File: src/rtl/alu_tv_writer_pkg.sv
// Shared types for the ALU test-vector writer: ALU opcodes, the captured
// record layout, serializer states and a reference ALU model.
package alu_pkg;

    // ALU function codes; 3'b011 is reserved and evaluates to zero.
    typedef enum logic [2:0] {
        AND  = 3'b000,
        OR   = 3'b001,
        ADD  = 3'b010,
        ANDN = 3'b100,
        ORN  = 3'b101,
        SUB  = 3'b110,
        SLT  = 3'b111
    } alu_op_t;

    // Words emitted per record: f, a, b, y, zero.
    localparam int WORDS_PER_RECORD = 5;

    // One captured ALU transaction (3 + 32 + 32 + 32 + 1 = 100 bits).
    typedef struct packed {
        logic [2:0]  f;
        logic [31:0] a;
        logic [31:0] b;
        logic [31:0] y;
        logic        zero;
    } tv_rec_t;

    // Serializer position within the current record.
    typedef enum logic [2:0] {
        IDLE = 3'd0,
        W_F  = 3'd1,
        W_A  = 3'd2,
        W_B  = 3'd3,
        W_Y  = 3'd4,
        W_Z  = 3'd5
    } ser_state_t;

    // Reference 32-bit ALU; SLT is a signed compare.
    function automatic logic [31:0] alu_model(input logic [2:0] f,
                                              input logic [31:0] a,
                                              input logic [31:0] b);
        logic [31:0] r;
        case (f)
            AND:     r = a & b;
            OR:      r = a | b;
            ADD:     r = a + b;
            ANDN:    r = a & ~b;
            ORN:     r = a | ~b;
            SUB:     r = a - b;
            SLT:     r = {31'b0, ($signed(a) < $signed(b))};
            default: r = 32'd0;
        endcase
        return r;
    endfunction

endpackage

File: src/rtl/alu_tv_writer_if.sv
// Capture and word-stream bundle for alu_tv_writer.
// Handshake rule for both channels: a transfer happens on a rising clock edge
// where valid && ready; valid never waits on ready, and while valid && !ready
// the payload holds steady until the transfer happens.
interface alu_tv_writer_if;

    logic        cap_valid;
    logic        cap_ready;
    logic [2:0]  cap_f;
    logic [31:0] cap_a;
    logic [31:0] cap_b;
    logic [31:0] cap_y;
    logic        cap_zero;

    logic        out_valid;
    logic        out_ready;
    logic [31:0] out_data;
    logic        out_last;

    // Environment side: drives captures, drains words.
    modport master (
        output cap_valid, cap_f, cap_a, cap_b, cap_y, cap_zero,
        input  cap_ready,
        input  out_valid, out_data, out_last,
        output out_ready
    );

    // Writer side: accepts captures, produces words.
    modport slave (
        input  cap_valid, cap_f, cap_a, cap_b, cap_y, cap_zero,
        output cap_ready,
        output out_valid, out_data, out_last,
        input  out_ready
    );

endinterface

File: src/rtl/alu_tv_writer_fifo.sv
// Record FIFO for alu_tv_writer. Pointers carry one extra wrap bit so
// full and empty are distinguishable; push is ignored when full and pop
// is ignored when empty.
module alu_tv_fifo
    import alu_pkg::*;
#(
    parameter int DEPTH = 4
) (
    input  logic                   clk,
    input  logic                   rst_n,
    input  logic                   push,
    input  tv_rec_t                wr_data,
    input  logic                   pop,
    output tv_rec_t                rd_data,
    output logic                   full,
    output logic                   empty,
    output logic [$clog2(DEPTH):0] count
);

    localparam int AW = $clog2(DEPTH);

    tv_rec_t       mem [DEPTH];
    logic [AW:0]   wr_ptr;
    logic [AW:0]   rd_ptr;
    logic          do_push;
    logic          do_pop;

    assign empty   = (wr_ptr == rd_ptr);
    assign full    = (wr_ptr[AW] != rd_ptr[AW]) && (wr_ptr[AW-1:0] == rd_ptr[AW-1:0]);
    assign count   = wr_ptr - rd_ptr;
    assign do_push = push && !full;
    assign do_pop  = pop && !empty;
    assign rd_data = mem[rd_ptr[AW-1:0]];

    // Advance pointers; they wrap naturally modulo 2*DEPTH.
    always_ff @(posedge clk or negedge rst_n) begin
        if (!rst_n) begin
            wr_ptr <= '0;
            rd_ptr <= '0;
        end else begin
            if (do_push) wr_ptr <= wr_ptr + 1'b1;
            if (do_pop)  rd_ptr <= rd_ptr + 1'b1;
        end
    end

    // Storage write; contents need no reset since empty gates every read.
    always_ff @(posedge clk) begin
        if (do_push) mem[wr_ptr[AW-1:0]] <= wr_data;
    end

endmodule

File: src/rtl/alu_tv_writer.sv
// ALU transaction recorder: captures {f,a,b,y,zero} records into a FIFO and
// serializes each as five 32-bit words (f, a, b, y, zero) on a stream.
// Optional macro ALU_TV_CHECK_EN adds a sticky err output that flags
// captures whose y/zero disagree with the reference ALU model.
module alu_tv_writer
    import alu_pkg::*;
#(
    parameter int DEPTH       = 4,
    parameter int MAX_RECORDS = 21
) (
    input  logic                               clk,
    input  logic                               rst_n,
    alu_tv_writer_if.slave                     bus,
    output logic [$clog2(MAX_RECORDS+1)-1:0]   rec_count,
    output logic                               done,
    output ser_state_t                         fsm_state
`ifdef ALU_TV_CHECK_EN
    ,
    output logic                               err
`endif
);

    localparam int AW = $clog2(DEPTH);
    localparam int CW = $clog2(MAX_RECORDS+1);
    localparam logic [AW:0] CNT_ONE = (AW+1)'(1);

    ser_state_t  state;
    ser_state_t  state_d;
    tv_rec_t     wr_rec;
    tv_rec_t     head;
    logic        fifo_full;
    logic        fifo_empty;
    logic [AW:0] fifo_count;
    logic        fifo_pop;
    logic        cap_fire;
    logic        cap_ready_c;
    logic        stop_pending;
    logic [31:0] committed;
    logic        out_valid_c;
    logic        out_last_c;
    logic [31:0] out_data_c;
    logic        out_fire;

    // Records stored plus records emitted may never exceed the limit, so
    // capture closes as soon as the last permitted record is queued.
    assign committed    = 32'(fifo_count) + 32'(rec_count);
    assign stop_pending = (committed == 32'(MAX_RECORDS));
    assign cap_ready_c  = !fifo_full && !done && !stop_pending;
    assign cap_fire     = bus.cap_valid && cap_ready_c;

    assign wr_rec = '{f: bus.cap_f, a: bus.cap_a, b: bus.cap_b,
                      y: bus.cap_y, zero: bus.cap_zero};

    alu_tv_fifo #(.DEPTH(DEPTH)) u_fifo (
        .clk     (clk),
        .rst_n   (rst_n),
        .push    (cap_fire),
        .wr_data (wr_rec),
        .pop     (fifo_pop),
        .rd_data (head),
        .full    (fifo_full),
        .empty   (fifo_empty),
        .count   (fifo_count)
    );

    assign out_fire = out_valid_c && bus.out_ready;

    // Serializer state register.
    always_ff @(posedge clk or negedge rst_n) begin
        if (!rst_n) state <= IDLE;
        else        state <= state_d;
    end

    // Serializer next state: one word per handshake, chain records back to back.
    always_comb begin
        state_d = state;
        case (state)
            IDLE: if (!fifo_empty) state_d = W_F;
            W_F:  if (out_fire)    state_d = W_A;
            W_A:  if (out_fire)    state_d = W_B;
            W_B:  if (out_fire)    state_d = W_Y;
            W_Y:  if (out_fire)    state_d = W_Z;
            W_Z:  if (out_fire)    state_d = ((fifo_count > CNT_ONE) || cap_fire) ? W_F : IDLE;
            default:               state_d = IDLE;
        endcase
    end

    // Serializer outputs: word select from the FIFO head, pop on the last word.
    always_comb begin
        out_valid_c = 1'b0;
        out_last_c  = 1'b0;
        out_data_c  = 32'd0;
        fifo_pop    = 1'b0;
        case (state)
            W_F: begin
                out_valid_c = 1'b1;
                out_data_c  = {29'b0, head.f};
            end
            W_A: begin
                out_valid_c = 1'b1;
                out_data_c  = head.a;
            end
            W_B: begin
                out_valid_c = 1'b1;
                out_data_c  = head.b;
            end
            W_Y: begin
                out_valid_c = 1'b1;
                out_data_c  = head.y;
            end
            W_Z: begin
                out_valid_c = 1'b1;
                out_last_c  = 1'b1;
                out_data_c  = {31'b0, head.zero};
                fifo_pop    = bus.out_ready;
            end
            default: begin
                out_valid_c = 1'b0;
            end
        endcase
    end

    // Emitted-record counter and sticky completion flag.
    always_ff @(posedge clk or negedge rst_n) begin
        if (!rst_n) begin
            rec_count <= '0;
            done      <= 1'b0;
        end else if (fifo_pop) begin
            rec_count <= rec_count + CW'(1);
            if (rec_count == CW'(MAX_RECORDS-1)) done <= 1'b1;
        end
    end

`ifdef ALU_TV_CHECK_EN
    logic [31:0] model_y;
    logic        model_zero;
    logic        cap_mismatch;

    assign model_y      = alu_model(bus.cap_f, bus.cap_a, bus.cap_b);
    assign model_zero   = (model_y == 32'd0);
    assign cap_mismatch = (model_y != bus.cap_y) || (model_zero != bus.cap_zero);

    // Sticky flag for any accepted capture the reference model disagrees with.
    always_ff @(posedge clk or negedge rst_n) begin
        if (!rst_n)                        err <= 1'b0;
        else if (cap_fire && cap_mismatch) err <= 1'b1;
    end
`endif

    assign bus.cap_ready = cap_ready_c;
    assign bus.out_valid = out_valid_c;
    assign bus.out_data  = out_data_c;
    assign bus.out_last  = out_last_c;
    assign fsm_state     = state;

endmodule

File: src/flat_wrapper.sv
// flat-port wrapper written by rule: the top's interface ports become plain ports
module alu_tv_writer_flat import alu_pkg::*;
#(
    parameter int DEPTH       = 4,
    parameter int MAX_RECORDS = 21
)
  (clk, rst_n, rec_count, done, fsm_state, bus_cap_valid, bus_cap_f, bus_cap_a, bus_cap_b, bus_cap_y, bus_cap_zero, bus_cap_ready, bus_out_valid, bus_out_data, bus_out_last, bus_out_ready);
  alu_tv_writer_if bus_i ();
  input  logic clk;
  input  logic rst_n;
  output logic [$clog2(MAX_RECORDS+1)-1:0] rec_count;
  output logic done;
  output ser_state_t fsm_state;
  input wire logic [$bits(bus_i.cap_valid)-1:0] bus_cap_valid;
  input wire logic [$bits(bus_i.cap_f)-1:0] bus_cap_f;
  input wire logic [$bits(bus_i.cap_a)-1:0] bus_cap_a;
  input wire logic [$bits(bus_i.cap_b)-1:0] bus_cap_b;
  input wire logic [$bits(bus_i.cap_y)-1:0] bus_cap_y;
  input wire logic [$bits(bus_i.cap_zero)-1:0] bus_cap_zero;
  output wire logic [$bits(bus_i.cap_ready)-1:0] bus_cap_ready;
  output wire logic [$bits(bus_i.out_valid)-1:0] bus_out_valid;
  output wire logic [$bits(bus_i.out_data)-1:0] bus_out_data;
  output wire logic [$bits(bus_i.out_last)-1:0] bus_out_last;
  input wire logic [$bits(bus_i.out_ready)-1:0] bus_out_ready;
  assign bus_i.cap_valid = bus_cap_valid;
  assign bus_i.cap_f = bus_cap_f;
  assign bus_i.cap_a = bus_cap_a;
  assign bus_i.cap_b = bus_cap_b;
  assign bus_i.cap_y = bus_cap_y;
  assign bus_i.cap_zero = bus_cap_zero;
  assign bus_cap_ready = bus_i.cap_ready;
  assign bus_out_valid = bus_i.out_valid;
  assign bus_out_data = bus_i.out_data;
  assign bus_out_last = bus_i.out_last;
  assign bus_i.out_ready = bus_out_ready;
  alu_tv_writer #(.DEPTH(DEPTH), .MAX_RECORDS(MAX_RECORDS)) u_core (.clk(clk), .rst_n(rst_n), .bus(bus_i), .rec_count(rec_count), .done(done), .fsm_state(fsm_state));
endmodule
File: config.mk
export PLATFORM = sky130hd
export DESIGN_NAME = alu_tv_writer_flat
export DESIGN_NICKNAME = d
export VERILOG_FILES = /design/src/rtl/alu_tv_writer_pkg.sv /design/src/rtl/alu_tv_writer_if.sv /design/src/rtl/alu_tv_writer_fifo.sv /design/src/rtl/alu_tv_writer.sv /design/src/flat_wrapper.sv
export SDC_FILE = /design/constraint.sdc
export NUM_CORES = 1
export LEC_CHECK = 0
export BUFFER_PORTS_ARGS = -buffer_cell sky130_fd_sc_hd__buf_2
export CORE_ASPECT_RATIO = 2
export CORE_MARGIN = 4
export CORE_UTILIZATION = 30
export DETAILED_ROUTE_END_ITERATION = 6
export PLACE_DENSITY = 0.54
export SLEW_MARGIN = 15
export SYNTH_ARGS = -nofsm -noshare
export SYNTH_HDL_FRONTEND = slang
export SYNTH_SLANG_ARGS = --single-unit
File: constraint.sdc
create_clock -name clk -period 22.6 [get_ports clk]
set_input_delay 1.13 -clock clk [delete_from_list [all_inputs] [get_ports clk]]
set_output_delay 1.13 -clock clk [all_outputs]
set_load 0.01 [all_outputs]
==> flow_metrics.env <==
export IMPL_outcome="finished clean"
export IMPL_setup_total_negative_slack_ns=0
export IMPL_ys_warnings_count=0
export IMPL_max_slew_margin=0.3812
export IMPL_tightestPinTransition_ns=0.9283
export IMPL_arrival_ns=4.80
export IMPL_final_max_slew_viol_count=0
export IMPL_gp_congestion=0.7111
export IMPL_clock_fmax_ghz=0.2149
export IMPL_grt_pass1_wl_microns=54480
export IMPL_core_area_sq_um=52860
export IMPL_synth_lib_cells_used_distinct=40
export IMPL_die_area_sq_um=57650
export IMPL_routed_wl_microns=36640
export IMPL_clock_path_buffers=3
export IMPL_avgRoutedWirePerCell_microns=22.94
export IMPL_die_w_microns=171.8
export IMPL_place_area_sq_um=17590
export IMPL_worst_setup_path_start_kind="flip-flop"
export IMPL_clkTransAtPathRegs_ns=0.07
export IMPL_mappedNetlistArea_sq_um=16100
export IMPL_postLayoutCoreUtil=0.3533
export IMPL_setup_worst_path_end_class="flip-flop"
export IMPL_synth_nets=860
export IMPL_antenna_violations_before_repair=22
export IMPL_static_leakage_power_nw=6.094
export IMPL_initial_core_util=0.3045
export IMPL_clkLatencyLatePin_ns=0.53
export IMPL_cts_made_buffers=35
export IMPL_grt_usage=0.1274
export IMPL_syn2layout_area_growth_pct=16.03
export IMPL_finalNetCount=1017
export IMPL_globalRoute_totalOverflow=0
export IMPL_cts_repair_timing_setup_buffer_count=0
export IMPL_post_route_cells_drive_above_1_share=0.3489
export IMPL_dp_cell_count=1527
export IMPL_cts_repair_resize_count=0
export IMPL_viasPerCell=4.791
export IMPL_grt_max_degree=60
export IMPL_synth_flop_cell="sky130_fd_sc_hd__edfxtp_1"
export IMPL_clock_skew_final_ns=0.01062
export IMPL_cts_htree_levels=2
export IMPL_row_count=119
export IMPL_unrepaired_setup_endpoints_after_global_routing="false"
export IMPL_count_of_input_and_output_buffers=147
export IMPL_irDropWorstVdd_mv=0.07272
export IMPL_mostFrequentLayoutCells="400 x sky130_fd_sc_hd__edfxtp_1, 147 x sky130_fd_sc_hd__buf_2, 100 x sky130_fd_sc_hd__mux4_2"
export IMPL_route_antenna_remaining_nets=0
export IMPL_tritoncts="yes"
export IMPL_drtPass1Iterations=4
export IMPL_timing_critical_path_required_ns=22.75
export IMPL_min_period_ns=4.652
export IMPL_io_pin_count=148
export IMPL_tritoncts_num_sinks=415
export IMPL_root_buffer="sky130_fd_sc_hd__clkbuf_16"
export IMPL_power_density_nw_per_um2=132.3
export IMPL_ys_seq_elements=415
export IMPL_timing_setup_critical_path_class="reg -> reg"
export IMPL_cts_hold_fix_buffers=0
export IMPL_async_flop_share=0.03614
export IMPL_synth_enable_flop_cells=400
export IMPL_postSynthAreaPerCell_sq_um=21.69
export IMPL_synthCells=742
export IMPL_detail_route_drc_violations=0
export IMPL_cp_max_fo=56
export IMPL_dp_hpwl_microns=22590
export IMPL_total_non_filler_cell_area_in_the_finished_layout_sq_um=18680
export IMPL_floorplan_die_height_microns=335.6
export IMPL_hold_crit_path_type="in -> async"
export IMPL_detailroute_via_count=7651
export IMPL_layout_cells_most_common="sky130_fd_sc_hd__edfxtp_1"
export IMPL_max_cap_violations=0
export IMPL_hold_viol_final=0
export IMPL_first_global_vias=8335
export IMPL_fin_crit_sh=0.2059
export IMPL_report_final_setup_viol=0
export IMPL_drtIter0Drc=523
export IMPL_synth_seq_area_share=0.7696
export IMPL_instances_no_fill=1597
## worst max-delay path: stages, from the launching register on
cell and delay (ns):
sky130_fd_sc_hd__dfrtp_4 0.89, sky130_fd_sc_hd__inv_1 0.16, sky130_fd_sc_hd__fa_1 0.42, sky130_fd_sc_hd__xnor2_1 0.16, sky130_fd_sc_hd__ha_1 0.32, sky130_fd_sc_hd__nor3b_1 0.50, sky130_fd_sc_hd__o311ai_4 0.24, sky130_fd_sc_hd__nor2_4 0.12
sky130_fd_sc_hd__buf_4 0.56, sky130_fd_sc_hd__buf_4 0.78
## where the power goes
group / switching [mW] / internal, mW / total [mW]
Sequential: 0.0790 / 1.04 / 1.12
Clock: 0.265 / 0.309 / 0.574
Combinational: 0.446 / 0.328 / 0.775
Total: 0.790 / 1.68 / 2.47
## final timing paths
check                                               startpoint                                  end  slack [ns]  cells after the start
min in group clk           u_core.u_fifo.wr_ptr[2]$_DFFE_PN0N_  u_core.u_fifo.wr_ptr[2]$_DFFE_PN0N_        0.53                      1
hold / removal                                           rst_n      u_core.fsm_state[1]$_DFFE_PN0P_        0.51                      1
max in group asynchronous                                rst_n  u_core.u_fifo.rd_ptr[1]$_DFFE_PN0P_       21.79                      1
setup / recovery           u_core.u_fifo.rd_ptr[1]$_DFFE_PN0P_   u_core.u_fifo.mem[1][58]$_DFFE_PP_       17.95                      9
setup reg to reg           u_core.u_fifo.rd_ptr[1]$_DFFE_PN0P_   u_core.u_fifo.mem[1][58]$_DFFE_PP_       17.95                      9
hold reg to reg            u_core.u_fifo.wr_ptr[2]$_DFFE_PN0N_  u_core.u_fifo.wr_ptr[2]$_DFFE_PN0N_        0.53                      1
## per-layer routing
metal | vias up | wire [microns] | global-route usage
li1 | 3398 | - | -
met1 | 3975 | 14490 | 0.1534
met2 | 186 | 19030 | 0.2212
met3 | 76 | 2040 | 0.03346
met4 | 16 | 989 | 0.04218
met5 | - | 85 | 0
## stage by stage
stage / total power [mW] / setup slack, ns / hold WS, ns
after detailed placement: 1.945 / 17.82 / 0.5190
after CTS: 2.525 / 17.78 / 0.4907
after floorplan: 1.684 / 15.43 / 0.4977
after global routing: 2.610 / 17.56 / 0.5159
after global placement: 1.936 / 17.85 / 0.5219
final: 2.471 / 17.95 / 0.5096
## Yosys cell counts, drive strengths merged (4+ instances only)
library cell	number	area, sq um
edfxtp	400	12010
mux4	100	2252
nand2	35	131.4
a22oi	33	247.7
o21ai	33	165.2
buf	25	172.7
clkbuf	15	56.30
dfrtp	15	375.4
ha	12	150.1
inv	12	45.04
xnor2	10	87.58
nor2	9	36.29
nor2b	7	43.79
a21oi	4	20.02
## layout make-up
cell class | count | area (sq um)
flip-flops and latches | 415 | 12400
repair buffers | 160 | 833.3
clock buffers | 40 | 937.1
diodes | 9 | 22.52
fillers | 4885 | 34180
inverters | 12 | 45.04
well taps | 665 | 832.0
multi-input cells | 275 | 3485
clock inverters | 21 | 125.1
## flip-flops by register name, indices dropped and copies added, names as in the netlist
register,flops
u_core.u_fifo.mem,400
u_core.rec_count,5
u_core.fsm_state,3
u_core.u_fifo.rd_ptr,3
u_core.u_fifo.wr_ptr,3
u_core.done,1
## logic make-up after synthesis
group | synth area share
xor gates and xnor gates | 0.007074
DFF | 0.7696
AOI/OAI and AO/OA | 0.03319
muxes | 0.1426
adders and majority gates | 0.01182
buffers and inverters | 0.01702
and+or+nand+nor | 0.01866
No activity file was read; power rests on OpenSTA's default activity.
